### config.mk
export PLATFORM = sky130hd
export DESIGN_NAME = ps2_mouse_init_seq
export DESIGN_NICKNAME = d
export VERILOG_FILES = /design/src/rtl/ps2_mouse_init_seq.sv
export SDC_FILE = /design/constraint.sdc
export NUM_CORES = 1
export LEC_CHECK = 0
export ABC_AREA = 1
export ABC_CLOCK_PERIOD_IN_PS = 2730
export CAP_MARGIN = 20
export CORE_AREA = 2 2 83 85
export CTS_CLUSTER_DIAMETER = 120
export CTS_CLUSTER_SIZE = 24
export DETAILED_ROUTE_END_ITERATION = 6
export DIE_AREA = 0 0 85 87
export GPL_TIMING_DRIVEN = 0
export PLACE_DENSITY = 0.75
export SLEW_MARGIN = 10
export SYNTH_ARGS = -nofsm -noshare
export SYNTH_HDL_FRONTEND = slang
export SYNTH_SLANG_ARGS = --single-unit
### constraint.sdc
create_clock -name CLK -period 2.73 [get_ports CLK]
set_clock_uncertainty 0.2 [all_clocks]
set_input_delay 0.4095 -clock CLK [delete_from_list [all_inputs] [get_ports CLK]]
set_output_delay 0.4095 -clock CLK [all_outputs]
set_load 0.005 [all_outputs]
### src/rtl/ps2_mouse_init_seq.sv
// PS/2 mouse bring-up sequencer: reset, BAT/ID check, optional sample rate, stream enable, then stream pass-through.
// Define SET_RATE_EN to insert "F3 <SAMPLE_RATE>" between the reset and the stream-enable commands.
module ps2_mouse_init_seq #(
    parameter int unsigned ACK_TO_CYC  = 1_000_000,
    parameter int unsigned BAT_TO_CYC  = 50_000_000,
    parameter int unsigned MAX_RETRY   = 3,
    parameter logic [7:0]  SAMPLE_RATE = 8'd100
) (
    input  logic       CLK,
    input  logic       RST_N,
    input  logic       start,
    input  logic [7:0] rx_data,
    input  logic       rx_done_tick,
    input  logic       tx_done_tick,
    output logic       wr_ps2,
    output logic [7:0] tx_byte,
    output logic       busy,
    output logic       init_done,
    output logic       init_err,
    output logic [1:0] err_code,
    output logic       pkt_valid,
    output logic [7:0] pkt_byte
);

    typedef enum logic [2:0] {
        ST_IDLE, ST_SEND, ST_WAIT_TX, ST_WAIT_ACK,
        ST_WAIT_BAT, ST_WAIT_ID, ST_STREAM, ST_ERROR
    } state_t;

    localparam logic [7:0]  RSP_ACK     = 8'hFA;
    localparam logic [7:0]  RSP_RESEND  = 8'hFE;
    localparam logic [7:0]  RSP_BAT_OK  = 8'hAA;
    localparam logic [7:0]  RSP_ID      = 8'h00;
    localparam logic [1:0]  ERR_NONE    = 2'd0;
    localparam logic [1:0]  ERR_TIMEOUT = 2'd1;
    localparam logic [1:0]  ERR_RETRY   = 2'd2;
    localparam logic [1:0]  ERR_BAD     = 2'd3;
    localparam logic [1:0]  LAST_STEP   = 2'd3;
    localparam logic [25:0] ACK_TO_L    = 26'(ACK_TO_CYC);
    localparam logic [25:0] BAT_TO_L    = 26'(BAT_TO_CYC);
    localparam logic [25:0] TIMER_MAX   = 26'h3FF_FFFF;
    localparam logic [2:0]  MAX_RETRY_L = 3'(MAX_RETRY);

    // Step slots are fixed (FF, F3, rate, F4); without the rate option the sequence jumps from FF to F4.
`ifdef SET_RATE_EN
    localparam logic [1:0]  STEP_AFTER_ID = 2'd1;
`else
    localparam logic [1:0]  STEP_AFTER_ID = 2'd3;
`endif

    function automatic logic [7:0] cmd_byte(input logic [1:0] idx);
        case (idx)
            2'd0:    cmd_byte = 8'hFF;
            2'd1:    cmd_byte = 8'hF3;
            2'd2:    cmd_byte = SAMPLE_RATE;
            2'd3:    cmd_byte = 8'hF4;
            default: cmd_byte = 8'hFF;
        endcase
    endfunction

    state_t      state_r, state_nxt_s;
    logic [1:0]  step_r, step_nxt_s;
    logic [2:0]  retry_r, retry_nxt_s;
    logic [25:0] timer_r, timer_nxt_s;
    logic [1:0]  err_code_r, err_nxt_s;
    logic        rx_accept_s, busy_nxt_s, ack_to_s, bat_to_s, pkt_take_s;
    logic        wr_ps2_r, busy_r, init_done_r, init_err_r, pkt_valid_r;
    logic [7:0]  tx_byte_r, pkt_byte_r;

    assign ack_to_s   = (timer_r >= ACK_TO_L);
    assign bat_to_s   = (timer_r >= BAT_TO_L);
    assign pkt_take_s = (state_r == ST_STREAM) && rx_done_tick && !start;

    // Next-state, step/retry bookkeeping and error classification.
    always_comb begin
        state_nxt_s = state_r;
        step_nxt_s  = step_r;
        retry_nxt_s = retry_r;
        err_nxt_s   = err_code_r;
        rx_accept_s = 1'b0;
        case (state_r)
            ST_IDLE, ST_STREAM, ST_ERROR: begin
                if (start) begin
                    state_nxt_s = ST_SEND;
                    step_nxt_s  = 2'd0;
                    retry_nxt_s = 3'd0;
                    err_nxt_s   = ERR_NONE;
                end else begin
                    state_nxt_s = state_r;
                end
            end
            ST_SEND: state_nxt_s = ST_WAIT_TX;
            ST_WAIT_TX: begin
                if (ack_to_s) begin
                    state_nxt_s = ST_ERROR;
                    err_nxt_s   = ERR_TIMEOUT;
                end else if (tx_done_tick) begin
                    state_nxt_s = ST_WAIT_ACK;
                end else begin
                    state_nxt_s = state_r;
                end
            end
            ST_WAIT_ACK: begin
                if (ack_to_s) begin
                    state_nxt_s = ST_ERROR;
                    err_nxt_s   = ERR_TIMEOUT;
                end else if (rx_done_tick) begin
                    rx_accept_s = 1'b1;
                    if (rx_data == RSP_ACK) begin
                        retry_nxt_s = 3'd0;
                        if (step_r == 2'd0) begin
                            state_nxt_s = ST_WAIT_BAT;
                        end else if (step_r == LAST_STEP) begin
                            state_nxt_s = ST_STREAM;
                        end else begin
                            step_nxt_s  = step_r + 2'd1;
                            state_nxt_s = ST_SEND;
                        end
                    end else if (rx_data == RSP_RESEND) begin
                        if (retry_r < MAX_RETRY_L) begin
                            retry_nxt_s = retry_r + 3'd1;
                            state_nxt_s = ST_SEND;
                        end else begin
                            state_nxt_s = ST_ERROR;
                            err_nxt_s   = ERR_RETRY;
                        end
                    end else begin
                        state_nxt_s = ST_ERROR;
                        err_nxt_s   = ERR_BAD;
                    end
                end else begin
                    state_nxt_s = state_r;
                end
            end
            ST_WAIT_BAT, ST_WAIT_ID: begin
                if (bat_to_s) begin
                    state_nxt_s = ST_ERROR;
                    err_nxt_s   = ERR_TIMEOUT;
                end else if (rx_done_tick) begin
                    rx_accept_s = 1'b1;
                    if ((state_r == ST_WAIT_BAT) && (rx_data == RSP_BAT_OK)) begin
                        state_nxt_s = ST_WAIT_ID;
                    end else if ((state_r == ST_WAIT_ID) && (rx_data == RSP_ID)) begin
                        step_nxt_s  = STEP_AFTER_ID;
                        retry_nxt_s = 3'd0;
                        state_nxt_s = ST_SEND;
                    end else begin
                        state_nxt_s = ST_ERROR;
                        err_nxt_s   = ERR_BAD;
                    end
                end else begin
                    state_nxt_s = state_r;
                end
            end
            default: state_nxt_s = ST_IDLE;
        endcase

        busy_nxt_s = (state_nxt_s inside {ST_SEND, ST_WAIT_TX, ST_WAIT_ACK, ST_WAIT_BAT, ST_WAIT_ID});

        // Timer restarts on every state change or accepted byte and saturates instead of wrapping.
        if ((state_nxt_s != state_r) || rx_accept_s) begin
            timer_nxt_s = 26'd0;
        end else if (timer_r != TIMER_MAX) begin
            timer_nxt_s = timer_r + 26'd1;
        end else begin
            timer_nxt_s = timer_r;
        end
    end

    // State register and registered outputs; flags follow the state being entered.
    always_ff @(posedge CLK) begin
        if (!RST_N) begin
            state_r     <= ST_IDLE;
            step_r      <= 2'd0;
            retry_r     <= 3'd0;
            timer_r     <= 26'd0;
            err_code_r  <= ERR_NONE;
            wr_ps2_r    <= 1'b0;
            tx_byte_r   <= 8'h00;
            busy_r      <= 1'b0;
            init_done_r <= 1'b0;
            init_err_r  <= 1'b0;
            pkt_valid_r <= 1'b0;
            pkt_byte_r  <= 8'h00;
        end else begin
            state_r     <= state_nxt_s;
            step_r      <= step_nxt_s;
            retry_r     <= retry_nxt_s;
            timer_r     <= timer_nxt_s;
            err_code_r  <= err_nxt_s;
            wr_ps2_r    <= (state_r == ST_SEND);
            if (state_r == ST_SEND) begin
                tx_byte_r <= cmd_byte(step_r);
            end
            busy_r      <= busy_nxt_s;
            init_done_r <= (state_nxt_s == ST_STREAM);
            init_err_r  <= (state_nxt_s == ST_ERROR);
            pkt_valid_r <= pkt_take_s;
            if (pkt_take_s) begin
                pkt_byte_r <= rx_data;
            end
        end
    end

    assign wr_ps2    = wr_ps2_r;
    assign tx_byte   = tx_byte_r;
    assign busy      = busy_r;
    assign init_done = init_done_r;
    assign init_err  = init_err_r;
    assign err_code  = err_code_r;
    assign pkt_valid = pkt_valid_r;
    assign pkt_byte  = pkt_byte_r;

endmodule

== After elaboration in Yosys (flattened, before gate mapping) ==
Index checks and enable logic that the tools add are counted.

* Output and inout bits: 23
* Bits of input ports: 13
* Register bits after elaboration: 57
* Word-level logic and storage cells: 131

* Equality and inequality tests: 41
* Reductions and logical operators: 18
* $add $sub $neg: 3
* Muxes and demuxes: 53
* Magnitude comparators: 3
* Bitwise operators: 1

{| class="wikitable"
|+ Operators with widths
! kind !! count
|-
| two-way mux 3 bit || 24
|-
| two-way mux 2 bit || 20
|-
| one-hot mux 8 bit (4 select lines) || 1
|-
| adder 26 x 1 -> 26 bit, second input constant || 1
|-
| greater-or-equal comparator 26 x 20 -> 1 bit, second input constant || 1
|-
| greater-or-equal comparator 26 bit, second input constant || 1
|-
| != test 26 bit, second input constant || 1
|-
| == test 3 bit, second input constant || 8
|-
| == test 8 bit, second input constant || 3
|-
| != test 2 bit, second input constant || 11
|-
| != test 3 bit, second input constant || 7
|-
| one-hot mux 3 bit (5 select lines) || 1
|-
| == test 3 x 2 -> 1 bit, second input constant || 4
|-
| AND reduction 11 bit || 1
|-
| AND reduction 10 bit || 1
|-
| one-hot mux 3 bit (3 select lines) || 1
|-
| AND reduction 9 bit || 1
|-
| zero test 8 bit || 1
|-
| one-hot mux 2 bit (4 select lines) || 1
|-
| == test 3 x 1 -> 1 bit, second input constant || 2
|-
| one-hot mux 2 bit (3 select lines) || 1
|-
| nonzero test 5 bit || 1
|-
| == test 2 bit, second input constant || 2
|-
| logical AND 1 bit || 4
|-
| other kinds (17) || 20
|}

== Longest topological paths before layout ==
* Depth after elaboration: 10
* Gate-level depth with buffers: 16
* Depth with buffers taken out: 16

== Worst setup path after synthesis ==
No wires, ideal clock.

* Kind: register to register
* Start: register step_r[0]
* End: register timer_r[24]
* Data arrival time: 1.754 ns
* Required time: 2.457 ns
* Clock period less this slack: 2.027 ns
* Setup slack: 0.703 ns
* Stages on the path, launching flop included: 13
* Cell sequence: dfxtp_1 inv_1 ha_1 inv_1 nand4_1 a21oi_1 nand2_1 nor2_2 inv_2 nand3_2 nand3_4 buf_6 nor3_2

* Cells in the longest elaborated chain, start to end: 10
* Elaborated cells between the ends (all ways): 11
* Classes of those cells: 2 x eq/ne; 6 x mux; 3 x reduce/logical

{| class="wikitable"
|+ Ends and longest elaborated chain
! element !! line !! source
|-
| start, declared || 62 || <nowiki>logic [1:0] step_r, step_nxt_s;</nowiki>
|-
| start signal, assigned || 187 || <nowiki>step_r <= step_nxt_s;</nowiki>
|-
| == test 2 bit || 113 || <nowiki>end else if (step_r == LAST_STEP) begin</nowiki>
|-
| two-way mux 3 bit || 113 ||
|-
| two-way mux 3 bit * || 111 || <nowiki>if (step_r == 2'd0) begin</nowiki>
|-
| two-way mux 3 bit * || 109 || <nowiki>if (rx_data == RSP_ACK) begin</nowiki>
|-
| two-way mux 3 bit * || 107 || <nowiki>end else if (rx_done_tick) begin</nowiki>
|-
| two-way mux 3 bit * || 104 || <nowiki>if (ack_to_s) begin</nowiki>
|-
| one-hot mux 3 bit (5 select lines) * || 81 || <nowiki>case (state_r)</nowiki>
|-
| != test 3 bit * || 161 || <nowiki>if ((state_nxt_s != state_r) || rx_accept_s) begin</nowiki>
|-
| logical OR 1 bit * || 161 ||
|-
| OR reduction 2 bit (no source line) * || -- ||
|-
| end signal, assigned || 189 || <nowiki>timer_r <= timer_nxt_s;</nowiki>
|-
| end, declared || 64 || <nowiki>logic [25:0] timer_r, timer_nxt_s;</nowiki>
|}

Mark *: on every way between the ends. The rest lies on a longest branch, timed or not.
A chain may end at the register's enable or synchronous reset.

== Final worst setup path ==
* Start: input rx_data[7]
* End: register timer_r[25]

* Cells in the longest elaborated chain, start to end: 10
* Elaborated cells between the ends (all ways): 18
* Classes of those cells: 4 x eq/ne; 9 x mux; 5 x reduce/logical

{| class="wikitable"
|+ Ends and longest elaborated chain
! element !! line !! source
|-
| start, declared || 12 || <nowiki>input logic [7:0] rx_data,</nowiki>
|-
| zero test 8 bit || 143 || <nowiki>end else if ((state_r == ST_WAIT_ID) && (rx_data == RSP_ID)) begin</nowiki>
|-
| logical AND 1 bit || 143 ||
|-
| two-way mux 3 bit || 143 ||
|-
| two-way mux 3 bit || 141 || <nowiki>if ((state_r == ST_WAIT_BAT) && (rx_data == RSP_BAT_OK)) begin</nowiki>
|-
| two-way mux 3 bit || 139 || <nowiki>end else if (rx_done_tick) begin</nowiki>
|-
| two-way mux 3 bit || 136 || <nowiki>if (bat_to_s) begin</nowiki>
|-
| one-hot mux 3 bit (5 select lines) * || 81 ||
|-
| != test 3 bit * || 161 ||
|-
| logical OR 1 bit * || 161 ||
|-
| OR reduction 2 bit (no source line) * || -- ||
|}

Marked as above.

==> qor.txt <==
status: finished, final reports clean
setup ws final: 214 ps
post-synth top area share: 31.4%
Post-synth ARST share: 0%
All-Layer GR Usage: 23.7%
Critical Path Max Stage Delay: 490 ps
Root Driver: clkbuf_8
largest cells by area after synthesis: dfxtp_1, nor2_1, nand2_1
CTS H-tree lvls: 2
Seq cells post-synth: 54
number of antenna diodes: 0
Clk pwr share: 19.4%
Vert. Die Dim: 87 um
area grow syn2layout: 15.9%
Flop pwr share: 34.1%
Hold Path Class: flop to flop
mapped cell area: 0.00344 mm^2
# rows: 30
Crit Path Class: input pin to flop
RD Place Congestion: 0.931
Leak Pwr: 1.66 nW
setup total negative slack: 0 ps
fin crit share: 92.2%
Hold Buf Count CTS: 0
vias in the first global route: 3310
Vias: 3259
CP cell instances: clkdlybuf4s50_1 -> nand2_1 -> nor2_1 -> nand3_1 -> nand2_1 -> nand3_1 -> nand2_1 -> nand3_1 -> nand2_1 -> nand2_1 -> nand2_1 -> nand3_4 -> buf_6 -> nor3_2
commonest non-fill, non-tap cells in the layout: nor2_1, nand2_1, dfxtp_1
Post-synth EDFFs: 0
DRT Pass-1 Iters: 5
crit path launch type: input pin
Initial Util: 52.4%
worst slack at placement: -91.6 ps
unrepaired setup endpoints after global routing: no
Top FF cell, synth: dfxtp_1
fin crit period: 2520 ps
crit path from: rx_data[7]
cell total after placement: 616
critical path required time: 2770 ps
Synth Area in Compound Gates: 6.72%
vias per std cell: 5.23
DRC viols: 0
Area after DPL: 0.00388 mm^2
slowest library cell on the worst path: clkdlybuf4s50_1
DRT antenna net count: 0
Max Fclk: 397 MHz
Synth Instances: 502
worst-path fanout max: 10
Synth Area in Adders: 3.64%
Pwr per Cell Area: 699 mW/mm^2
cell-internal power: 0.00165 W
TritonCTS clock tree: done
Max-Cap Viols: 0
postcts setup bufs: 0
Synth warnings: 0
GRT Residual Overflow: 0
Detailed Route WL: 8260 um
VDD IR max: 0.419 mV
Final Instance Area: 0.00399 mm^2
WL/cell: 13.3 um
FF-to-FF Start: timer_r[0]
boundary pin count: 36
sequential area share after synthesis: 31.4%
Relative slew margins: 60.5%
Finished Layout Cells: 623
# port buffers: 34
Max Root-Sink Buffers: 2
Worst-Margin Slew: 590 ps
post-synth top area cell: dfxtp_1
main combinational cell family by area after synthesis: simple AND/OR/NAND/NOR gates
CP most frequent cell: nand2_1
Synth Area in Simple Gates: 44.0%
antenna violations before repair: 0
Setup Viol. Count Final: 0
number of fill cells in the layout: 646
post-CTS sizing: 0
CTS Sinks: 54
Iteration-0 DRC Markers: 132
largest net degree at the start of global routing: 17
HPWL after detailed placement: 6430 um
clk_lat worst skew: 310 ps
Die W: 85 um
syn nets: 525
number of buffers created by CTS: 5
Avg Inst Size Synth: 6.86 um^2
core area: 0.00657 mm^2
Comb pwr share: 46.5%
Slew Limit Fails: 0
Pwr Total: 0.00279 W
sequential cell area: 0.00108 mm^2
post-synthesis mux area share: 0%
most common library cell in the layout ignoring fill and taps: nor2_1
post-synth cell types: 35
Layout Nets: 566
global-route wire length before repair: 14200 um
Synth Area in XOR/XNOR: 5.09%
die footprint: 0.00740 mm^2
Worst Hold Launch: err_code[1]
clock slew at the register clock pins of the worst setup and hold paths: 100 ps
CP Capture Type: flop
P_sw: 0.00114 W
layout cells sized above 1: 14.7%
multi-input logic area: 0.00205 mm^2
CP arrival: 2560 ps
switch share: 40.9%
Fin. Hold Viols: 0
## power groups by stage
stage / clock (W) / combinational, W / sequential, W
3_5_place_dp: 0 / 0.00130 / 0.000969
4_1_cts: 0.000560 / 0.00131 / 0.000952
2_1_floorplan: 0 / 0.000921 / 0.000964
3_3_place_gp: 0 / 0.00126 / 0.000965
5_1_grt: 0.000580 / 0.00145 / 0.000965
6_report: 0.000542 / 0.00130 / 0.000951
## stage by stage
step	utilization (%)	hold WS, ps
floorplan	-	252
global placement	59.1	255
detailed placement	59.1	263
CTS	60.7	276
global route	60.7	295
finish	60.7	272
## final cells by class
class                      count  share of cell area (%)
multi-input combinational    379                    51.3
sequential                    54                    27.1
timing repair buffer          34                    8.53
inverter                      53                    4.99
buffer                        16                    2.88
tap                           80                    2.51
clock buffer                   5                    1.72
clock inverter                 2                   0.972
## Yosys cell counts, types with 6 or more instances
| cell | instances |
|---|---|
| nand3_1 | 29 |
| dfxtp_1 | 54 |
| nor3_1 | 18 |
| o21ai_0 | 22 |
| nand2_2 | 10 |
| nor3_2 | 22 |
| inv_1 | 43 |
| ha_1 | 10 |
| nand2_1 | 87 |
| nor2_1 | 103 |
| inv_2 | 8 |
| nor2_2 | 6 |
| xnor2_1 | 8 |
| xor2_1 | 12 |
| nand4_1 | 11 |
| a21oi_1 | 17 |
## critical path: cells and delay by family
family        cells  cell delay (ps)
simple gates     12             1460
buf+inv           2              670
## registers in the layout, summed over array words and instances, names as in the netlist
name,cells
timer_r,26
pkt_byte,8
tx_byte,5
retry_r,3
state_r,3
err_code,2
step_r,2
busy,1
init_done,1
init_err,1
pkt_valid,1
wr_ps2,1
## cell families after synthesis
kind of cell               after synthesis
xor gates and xnor gates                20
DFF                                     54
adders and majority gates               10
buffers and inverters                   69
and+or+nand+nor                        305
AOI/OAI and AO/OA                       44
## worst paths after layout
path / endpoint / slack, ps / cells past startpoint
worst max-delay path: timer_r[25] / 210 / 14
worst min register to register: err_code[1] / 270 / 2
worst max register to register: timer_r[7] / 380 / 8
worst min-delay path: err_code[1] / 270 / 2
## routing by layer
| layer | up-vias | part of all wire, % | track usage [%] | wire, um |
|---|---|---|---|---|
| li1 | 1688 | - | - | - |
| met1 | 1469 | 42 | 26.4 | 3490 |
| met2 | 82 | 52 | 44.4 | 4260 |
| met3 | 20 | 3.4 | 3.98 | 278 |
| met4 | 0 | 2.9 | 10.1 | 240 |
| met5 | - | 0 | 0 | 0 |
Note: power is estimated with default switching activity, not from simulation.
